$ cat src/rtl/mem_access_unit.sv
// rtl/mem_access_unit.sv - load/store stage: one handshaked data-memory access per request.
// Optional feature macro: MISALIGN_TRAP_EN (trap misaligned word/halfword accesses without a bus cycle).
module mem_access_unit #(
  parameter int DP_WIDTH    = 32,
  parameter int TIMEOUT_CYC = 16
) (
  input  logic                  clk,
  input  logic                  rst,
  input  logic                  req_valid,
  output logic                  req_ready,
  input  logic [2:0]            mem_op,
  input  logic [DP_WIDTH-1:0]   addr,
  input  logic [DP_WIDTH-1:0]   wdata,
  input  logic [4:0]            rd_in,
  output logic                  resp_valid,
  output logic [DP_WIDTH-1:0]   resp_rdata,
  output logic [4:0]            resp_rd,
  output logic                  resp_err,
  output logic                  dmem_req,
  output logic                  dmem_we,
  output logic [DP_WIDTH-1:0]   dmem_addr,
  output logic [3:0]            dmem_be,
  output logic [DP_WIDTH-1:0]   dmem_wdata,
  input  logic                  dmem_ack,
  input  logic [DP_WIDTH-1:0]   dmem_rdata
);

  localparam logic [1:0] S_IDLE   = 2'd0;
  localparam logic [1:0] S_ACCESS = 2'd1;
  localparam logic [1:0] S_RESP   = 2'd2;

  localparam logic [2:0] OP_LW = 3'd0, OP_LH = 3'd1, OP_LHU = 3'd2, OP_LB = 3'd3,
                         OP_LBU = 3'd4, OP_SW = 3'd5, OP_SH = 3'd6, OP_SB = 3'd7;

  localparam int CW = $clog2(TIMEOUT_CYC + 1);

  logic [1:0]          state_q, state_d;
  logic [2:0]          op_q, op_d;
  logic [1:0]          addr_lo_q, addr_lo_d;
  logic [CW-1:0]       cnt_q, cnt_d;
  logic [DP_WIDTH-1:0] resp_rdata_q, resp_rdata_d;
  logic [4:0]          resp_rd_q, resp_rd_d;
  logic                resp_err_q, resp_err_d;
  logic                dmem_we_q, dmem_we_d;
  logic [DP_WIDTH-1:0] dmem_addr_q, dmem_addr_d;
  logic [3:0]          dmem_be_q, dmem_be_d;
  logic [DP_WIDTH-1:0] dmem_wdata_q, dmem_wdata_d;

  logic                misalign;
  logic [7:0]          byte_sel;
  logic [15:0]         half_sel;
  logic [DP_WIDTH-1:0] load_ext;

`ifdef MISALIGN_TRAP_EN
  always_comb begin
    misalign = 1'b0;
    case (mem_op)
      OP_LW, OP_SW:          misalign = (addr[1:0] != 2'b00);
      OP_LH, OP_LHU, OP_SH:  misalign = addr[0];
      default:               misalign = 1'b0;
    endcase
  end
`else
  assign misalign = 1'b0;
`endif

  // Lane extraction uses the captured address bits, not the live request port.
  always_comb begin
    byte_sel = 8'h00;
    case (addr_lo_q)
      2'd0:    byte_sel = dmem_rdata[7:0];
      2'd1:    byte_sel = dmem_rdata[15:8];
      2'd2:    byte_sel = dmem_rdata[23:16];
      default: byte_sel = dmem_rdata[31:24];
    endcase
    half_sel = addr_lo_q[1] ? dmem_rdata[31:16] : dmem_rdata[15:0];
    load_ext = '0;
    case (op_q)
      OP_LW:   load_ext = dmem_rdata;
      OP_LH:   load_ext = {{16{half_sel[15]}}, half_sel};
      OP_LHU:  load_ext = {16'h0000, half_sel};
      OP_LB:   load_ext = {{24{byte_sel[7]}}, byte_sel};
      OP_LBU:  load_ext = {24'h000000, byte_sel};
      default: load_ext = '0;
    endcase
  end

  always_comb begin
    state_d      = state_q;
    op_d         = op_q;
    addr_lo_d    = addr_lo_q;
    cnt_d        = cnt_q;
    resp_rdata_d = resp_rdata_q;
    resp_rd_d    = resp_rd_q;
    resp_err_d   = resp_err_q;
    dmem_we_d    = dmem_we_q;
    dmem_addr_d  = dmem_addr_q;
    dmem_be_d    = dmem_be_q;
    dmem_wdata_d = dmem_wdata_q;
    case (state_q)
      S_IDLE: begin
        if (req_valid) begin
          op_d         = mem_op;
          addr_lo_d    = addr[1:0];
          cnt_d        = '0;
          resp_rdata_d = '0;
          resp_err_d   = 1'b0;
          resp_rd_d    = (mem_op <= OP_LBU) ? rd_in : 5'd0;
          dmem_we_d    = (mem_op >= OP_SW);
          dmem_addr_d  = {addr[DP_WIDTH-1:2], 2'b00};
          case (mem_op)
            OP_SH: begin
              dmem_be_d    = addr[1] ? 4'b1100 : 4'b0011;
              dmem_wdata_d = {2{wdata[15:0]}};
            end
            OP_SB: begin
              dmem_be_d    = 4'b0001 << addr[1:0];
              dmem_wdata_d = {4{wdata[7:0]}};
            end
            default: begin
              dmem_be_d    = 4'b1111;
              dmem_wdata_d = wdata;
            end
          endcase
          if (misalign) begin
            resp_err_d = 1'b1;
            state_d    = S_RESP;
          end else begin
            state_d    = S_ACCESS;
          end
        end
      end
      S_ACCESS: begin
        // An ack arriving on the final timeout cycle still completes normally.
        if (dmem_ack) begin
          resp_rdata_d = load_ext;
          state_d      = S_RESP;
        end else if (cnt_q == CW'(TIMEOUT_CYC - 1)) begin
          resp_err_d   = 1'b1;
          resp_rdata_d = '0;
          state_d      = S_RESP;
        end else begin
          cnt_d = cnt_q + CW'(1);
        end
      end
      S_RESP:  state_d = S_IDLE;
      default: state_d = S_IDLE;
    endcase
  end

  always_ff @(posedge clk or posedge rst) begin
    if (rst) begin
      state_q      <= S_IDLE;
      op_q         <= 3'd0;
      addr_lo_q    <= 2'd0;
      cnt_q        <= '0;
      resp_rdata_q <= '0;
      resp_rd_q    <= 5'd0;
      resp_err_q   <= 1'b0;
      dmem_we_q    <= 1'b0;
      dmem_addr_q  <= '0;
      dmem_be_q    <= 4'b0000;
      dmem_wdata_q <= '0;
    end else begin
      state_q      <= state_d;
      op_q         <= op_d;
      addr_lo_q    <= addr_lo_d;
      cnt_q        <= cnt_d;
      resp_rdata_q <= resp_rdata_d;
      resp_rd_q    <= resp_rd_d;
      resp_err_q   <= resp_err_d;
      dmem_we_q    <= dmem_we_d;
      dmem_addr_q  <= dmem_addr_d;
      dmem_be_q    <= dmem_be_d;
      dmem_wdata_q <= dmem_wdata_d;
    end
  end

  assign req_ready  = (state_q == S_IDLE);
  assign dmem_req   = (state_q == S_ACCESS);
  assign resp_valid = (state_q == S_RESP);
  assign resp_rdata = resp_rdata_q;
  assign resp_rd    = resp_rd_q;
  assign resp_err   = resp_err_q;
  assign dmem_we    = dmem_we_q;
  assign dmem_addr  = dmem_addr_q;
  assign dmem_be    = dmem_be_q;
  assign dmem_wdata = dmem_wdata_q;

endmodule

$ cat config.mk
export PLATFORM = sky130hd
export DESIGN_NAME = mem_access_unit
export DESIGN_NICKNAME = d
export VERILOG_FILES = /design/src/rtl/mem_access_unit.sv
export SDC_FILE = /design/constraint.sdc
export NUM_CORES = 1
export LEC_CHECK = 0
export ABC_AREA = 1
export BUFFER_PORTS_ARGS = -buffer_cell sky130_fd_sc_hd__buf_4
export CORE_MARGIN = 2
export CORE_UTILIZATION = 40
export DETAILED_ROUTE_END_ITERATION = 10
export HOLD_SLACK_MARGIN = 0.1
export PLACE_DENSITY_LB_ADDON = 0.1
export SYNTH_ARGS = -nofsm -noshare
export SYNTH_HDL_FRONTEND = slang
export SYNTH_SLANG_ARGS = --single-unit
$ cat constraint.sdc
create_clock -name clk -period 9.35 [get_ports clk]
set_input_delay 1.87 -clock clk [delete_from_list [all_inputs] [get_ports clk]]
set_output_delay 1.87 -clock clk [all_outputs]
set_load 0.005 [all_outputs]
==> reports/qor.txt <==
TIMING
--------------------------------------------------------------------------------
Max frequency .....................................................      304 MHz
Total count of max-transition violations in the final report ......            0
Minimum period implied by the final worst setup slack .............      3.29 ns
Final count of negative-setup-slack endpoints .....................            0
Worst clock skew ..................................................   0.00525 ns
Period utilisation layout .........................................        35.2%
Relative max-transition margin ....................................        32.3%
Final-layout setup total negative slack ...........................         0 ns
Final hold slack ..................................................     0.482 ns
RSZ-0062 raised after global routing ..............................           no
Final Hold Vio Count ..............................................            0
Worst Tran Pin Value ..............................................      1.02 ns

CLOCK NETWORK
--------------------------------------------------------------------------------
Clock tree from TritonCTS .........................................        built
Number of levels in the clock H-tree ..............................            4
Insertion delay to the later sink of the worst-skew pair ..........      0.41 ns
CTS hold repair buffers ...........................................            0
Bufs on Longest Clock Path ........................................            2
Cts bufs inserted .................................................           17
Clk Tree Root Cell ................................................ sky130_fd_sc_hd__clkbuf_16
Clock slew at reported path FFs ...................................      0.05 ns
Buffers inserted by post-CTS timing repair ........................            0
Clock sink count ..................................................          117
Cts repair resizes ................................................            0

FLOW RUN
--------------------------------------------------------------------------------
Max Cap Violations ................................................            0

CRITICAL PATH
--------------------------------------------------------------------------------
Worst reg2reg path endpoint ....................................... resp_rdata[25]
FF-to-FF Start .................................................... addr_lo_q[1]
Largest delay contributor family on the critical path ............. simple AND/OR/NAND/NOR gates
Most frequent cell on the critical path ........................... sky130_fd_sc_hd__nand2_1
Setup slack on the worst flop-to-flop path ........................      6.99 ns
Largest incremental delay on the critical path ....................      0.61 ns
Critical path depth in cells ......................................            6
Setup Crit Path Kind ..............................................    in -> reg
Worst path bufs/invs ..............................................            2
Series of cell instances along the critical path .................. buf_4 -> nand2_1 -> nor2_2 -> inv_1 -> nand2_1 -> a21oi_1
Kind of capture point of the worst setup path .....................     register
Crit path launch type ............................................. primary input
Reg2Reg Depth .....................................................            7
CP max stage cell ................................................. sky130_fd_sc_hd__nor2_2
Data required time at the worst endpoint ..........................      9.63 ns
CP Data Arrival Time ..............................................      3.58 ns
Crit-path max FO ..................................................           27

FLOORPLAN
--------------------------------------------------------------------------------
IO Pins ...........................................................          218
Placeable Area ....................................................   13700 um^2
Horizontal die dimension ..........................................       122 um
Starting utilization of the core area .............................        40.4%
Die area ..........................................................   14800 um^2
Overall die height ................................................       122 um
Row count .........................................................           43

SYNTHESIS
--------------------------------------------------------------------------------
Synth warn ........................................................            0
Syn Area/Cell .....................................................    7.66 um^2
Synthesized area ..................................................    5540 um^2
Sequential element share of the synthesized area ..................        52.8%
Yosys cell types ..................................................           26
Register bit count reported by yosys ..............................          117
Cell type contributing the most total cell area after synthesis ... sky130_fd_sc_hd__dfrtp_1
Share of the synthesized area in the top cell type ................        52.8%
Main area contributors after synthesis ............................ sky130_fd_sc_hd__dfrtp_1 53%, sky130_fd_sc_hd__nand2_1 23%, sky130_fd_sc_hd__nor2_1 4.7%, sky130_fd_sc_hd__nand3_1 4.3%, sky130_fd_sc_hd__a21oi_1 3.1%
Gate count after technology mapping ...............................          724

GRT
--------------------------------------------------------------------------------
Routing usage on met2 .............................................        36.2%
Number of antenna violations at the first check in global routing .            0
Number of global-route vias before repair .........................         5314
Global-route met1 utilization .....................................        28.6%
Global-route congestion overflow total ............................            0
First-pass GRT wire length ........................................     26200 um
Most Crowded Layer GR .............................................         met2
All-layer global routing usage ....................................        22.6%
Global-route track usage on met3 ..................................        8.43%
Maximum number of pins on one net before global-route repair ......           79

CELLS AND AREA
--------------------------------------------------------------------------------
Count of antenna diodes in the layout .............................            0
Ratio of cells with drive above 1 in the final layout .............        27.9%
Growth of design area from synthesis to finish ....................        42.6%
Filler Cell Count .................................................         1289
Post-Layout Cell Count ............................................         1122
FF/Latch Area .....................................................    2930 um^2
Nets ..............................................................         1039
Area of the multi-input gates .....................................    2340 um^2

STATUS
--------------------------------------------------------------------------------
Outcome ........................................................... complete, no violations

PLACED DESIGN
--------------------------------------------------------------------------------
Number of placed cells counting well taps .........................         1090
Input/output buffers ..............................................          215
RePlAce Congestion ................................................        0.849
Final HPWL DP .....................................................     11600 um

DETAILED ROUTING
--------------------------------------------------------------------------------
DRT antenna net count .............................................            0
WL/cell ...........................................................      14.7 um
DRT iter0 DRCs ....................................................          418
DRT Pass-1 Iters ..................................................            7
Via density per instance ..........................................         4.96
Routed via count ..................................................         5566
Number of DRC violations after detailed routing ...................            0
Overall routed net length .........................................     16500 um

WORST HOLD PATH
--------------------------------------------------------------------------------
Hold Startpoint ................................................... dmem_addr[15]
Number of stages on the worst hold path ...........................            2
Destination of the worst hold path ................................ dmem_addr[15]
Type of the worst min-delay path ..................................   reg -> reg

POWER AND IR DROP
--------------------------------------------------------------------------------
Power per standard cell area ......................................  337 nW/um^2
Lkg Pwr ...........................................................      4.34 nW
Maximum vdd drop ..................................................     0.164 mV

## layout make-up
class | count | area share, %
clock buffer | 24 | 6.22
clock inverter | 8 | 2.14
inverter | 25 | 1.22
multi-input combinational | 548 | 29.7
sequential | 117 | 37.0
tap | 180 | 2.85
timing repair buffer | 220 | 20.9
## stage by stage
| stage | utilization, % | cell area [um^2] | setup slack [ns] | total power, W |
|---|---|---|---|---|
| after floorplan | - | 5550 | 4.38 | 0.00144 |
| after global placement | 52.8 | 7250 | 5.74 | 0.00192 |
| after detailed placement | 52.8 | 7250 | 5.65 | 0.00194 |
| after CTS | 57.6 | 7910 | 6.04 | 0.00268 |
| after global routing | 57.6 | 7910 | 5.89 | 0.00286 |
| final | 57.6 | 7910 | 6.06 | 0.00266 |
## worst min-delay path, delay by kind of cell (launching register included)
kind | cells | cell delay [ns]
AND/OR/NAND/NOR | 2 | 0.10
flip-flops | 1 | 0.34
## worst max-delay path by stage
stage / endpoint / start / slack, ns
4_1_cts: dmem_wdata[8] / mem_op[2] / 6.04
2_1_floorplan: addr_lo_q[0] / rst / 4.38
3_5_place_dp: dmem_wdata[10] / mem_op[2] / 5.65
6_report: dmem_wdata[8] / mem_op[2] / 6.06
3_3_place_gp: dmem_wdata[12] / mem_op[2] / 5.74
5_1_grt: dmem_wdata[11] / mem_op[1] / 5.89
## synthesized netlist by cell type (all sizes together)
cell	instances
o21ai	25
ha	2
nand3b	1
o22ai	1
o211ai	9
buf	28
a21oi	34
nand4	2
nor3	1
inv	25
nand2	336
dfrtp	117
a22o	5
nand3	49
clkbuf	7
a32o	1
nor2	72
conb	1
a31oi	8
## power breakdown
| part | leakage, nW | switching [W] | internal, W |
|---|---|---|---|
| sequential | 1.47 | 0.000164 | 0.000727 |
| combinational | 2.55 | 0.000553 | 0.000490 |
| clock | 0.324 | 0.000225 | 0.000501 |
| total | 4.34 | 0.000942 | 0.00172 |
## routing by layer
layer  part of all wire, %  vias up
li1                      -     2715
met1                    42     2612
met2                    47      219
met3                   9.3       20
met4                   1.2        0
met5                     0        -
## kinds of logic after synthesis
| group | after synthesis | synth area share [%] |
|---|---|---|
| AND/OR/NAND/NOR | 461 | 33.0 |
| flip-flops | 117 | 52.8 |
| AO/OA/AOI/OAI | 83 | 8.62 |
| buffers and inverters | 60 | 5.01 |
| adder cells (fa/ha/maj) | 2 | 0.451 |
| other | 1 | 0.0676 |
## sequential cells by signal, summed over array words and instances (netlist names)
name and flops:
cnt_q 5, addr_lo_q 2, resp_err 1, dmem_we 1
resp_rdata 32, dmem_wdata 32, state_q 2, dmem_addr 30
dmem_be 4, resp_rd 5, op_q 3
## placed cells by master, fill, tap and decap left out, drive strengths merged
cell / synthesis / final
nand2: 336 / 336
buf: 28 / 220
o22ai: 1 / 1
inv: 25 / 25
nor3: 1 / 1
a32o: 1 / 1
bufinv: 0 / 5
o21ai: 25 / 25
clkinv: 0 / 3
a31oi: 8 / 8
ha: 2 / 2
nor2: 72 / 72
a21oi: 34 / 34
conb: 1 / 2
dfrtp: 117 / 117
a22o: 5 / 5
clkbuf: 7 / 24
nand3b: 1 / 1
nand3: 49 / 49
nand4: 2 / 2
o211ai: 9 / 9
(Power assumes the default switching activity.)
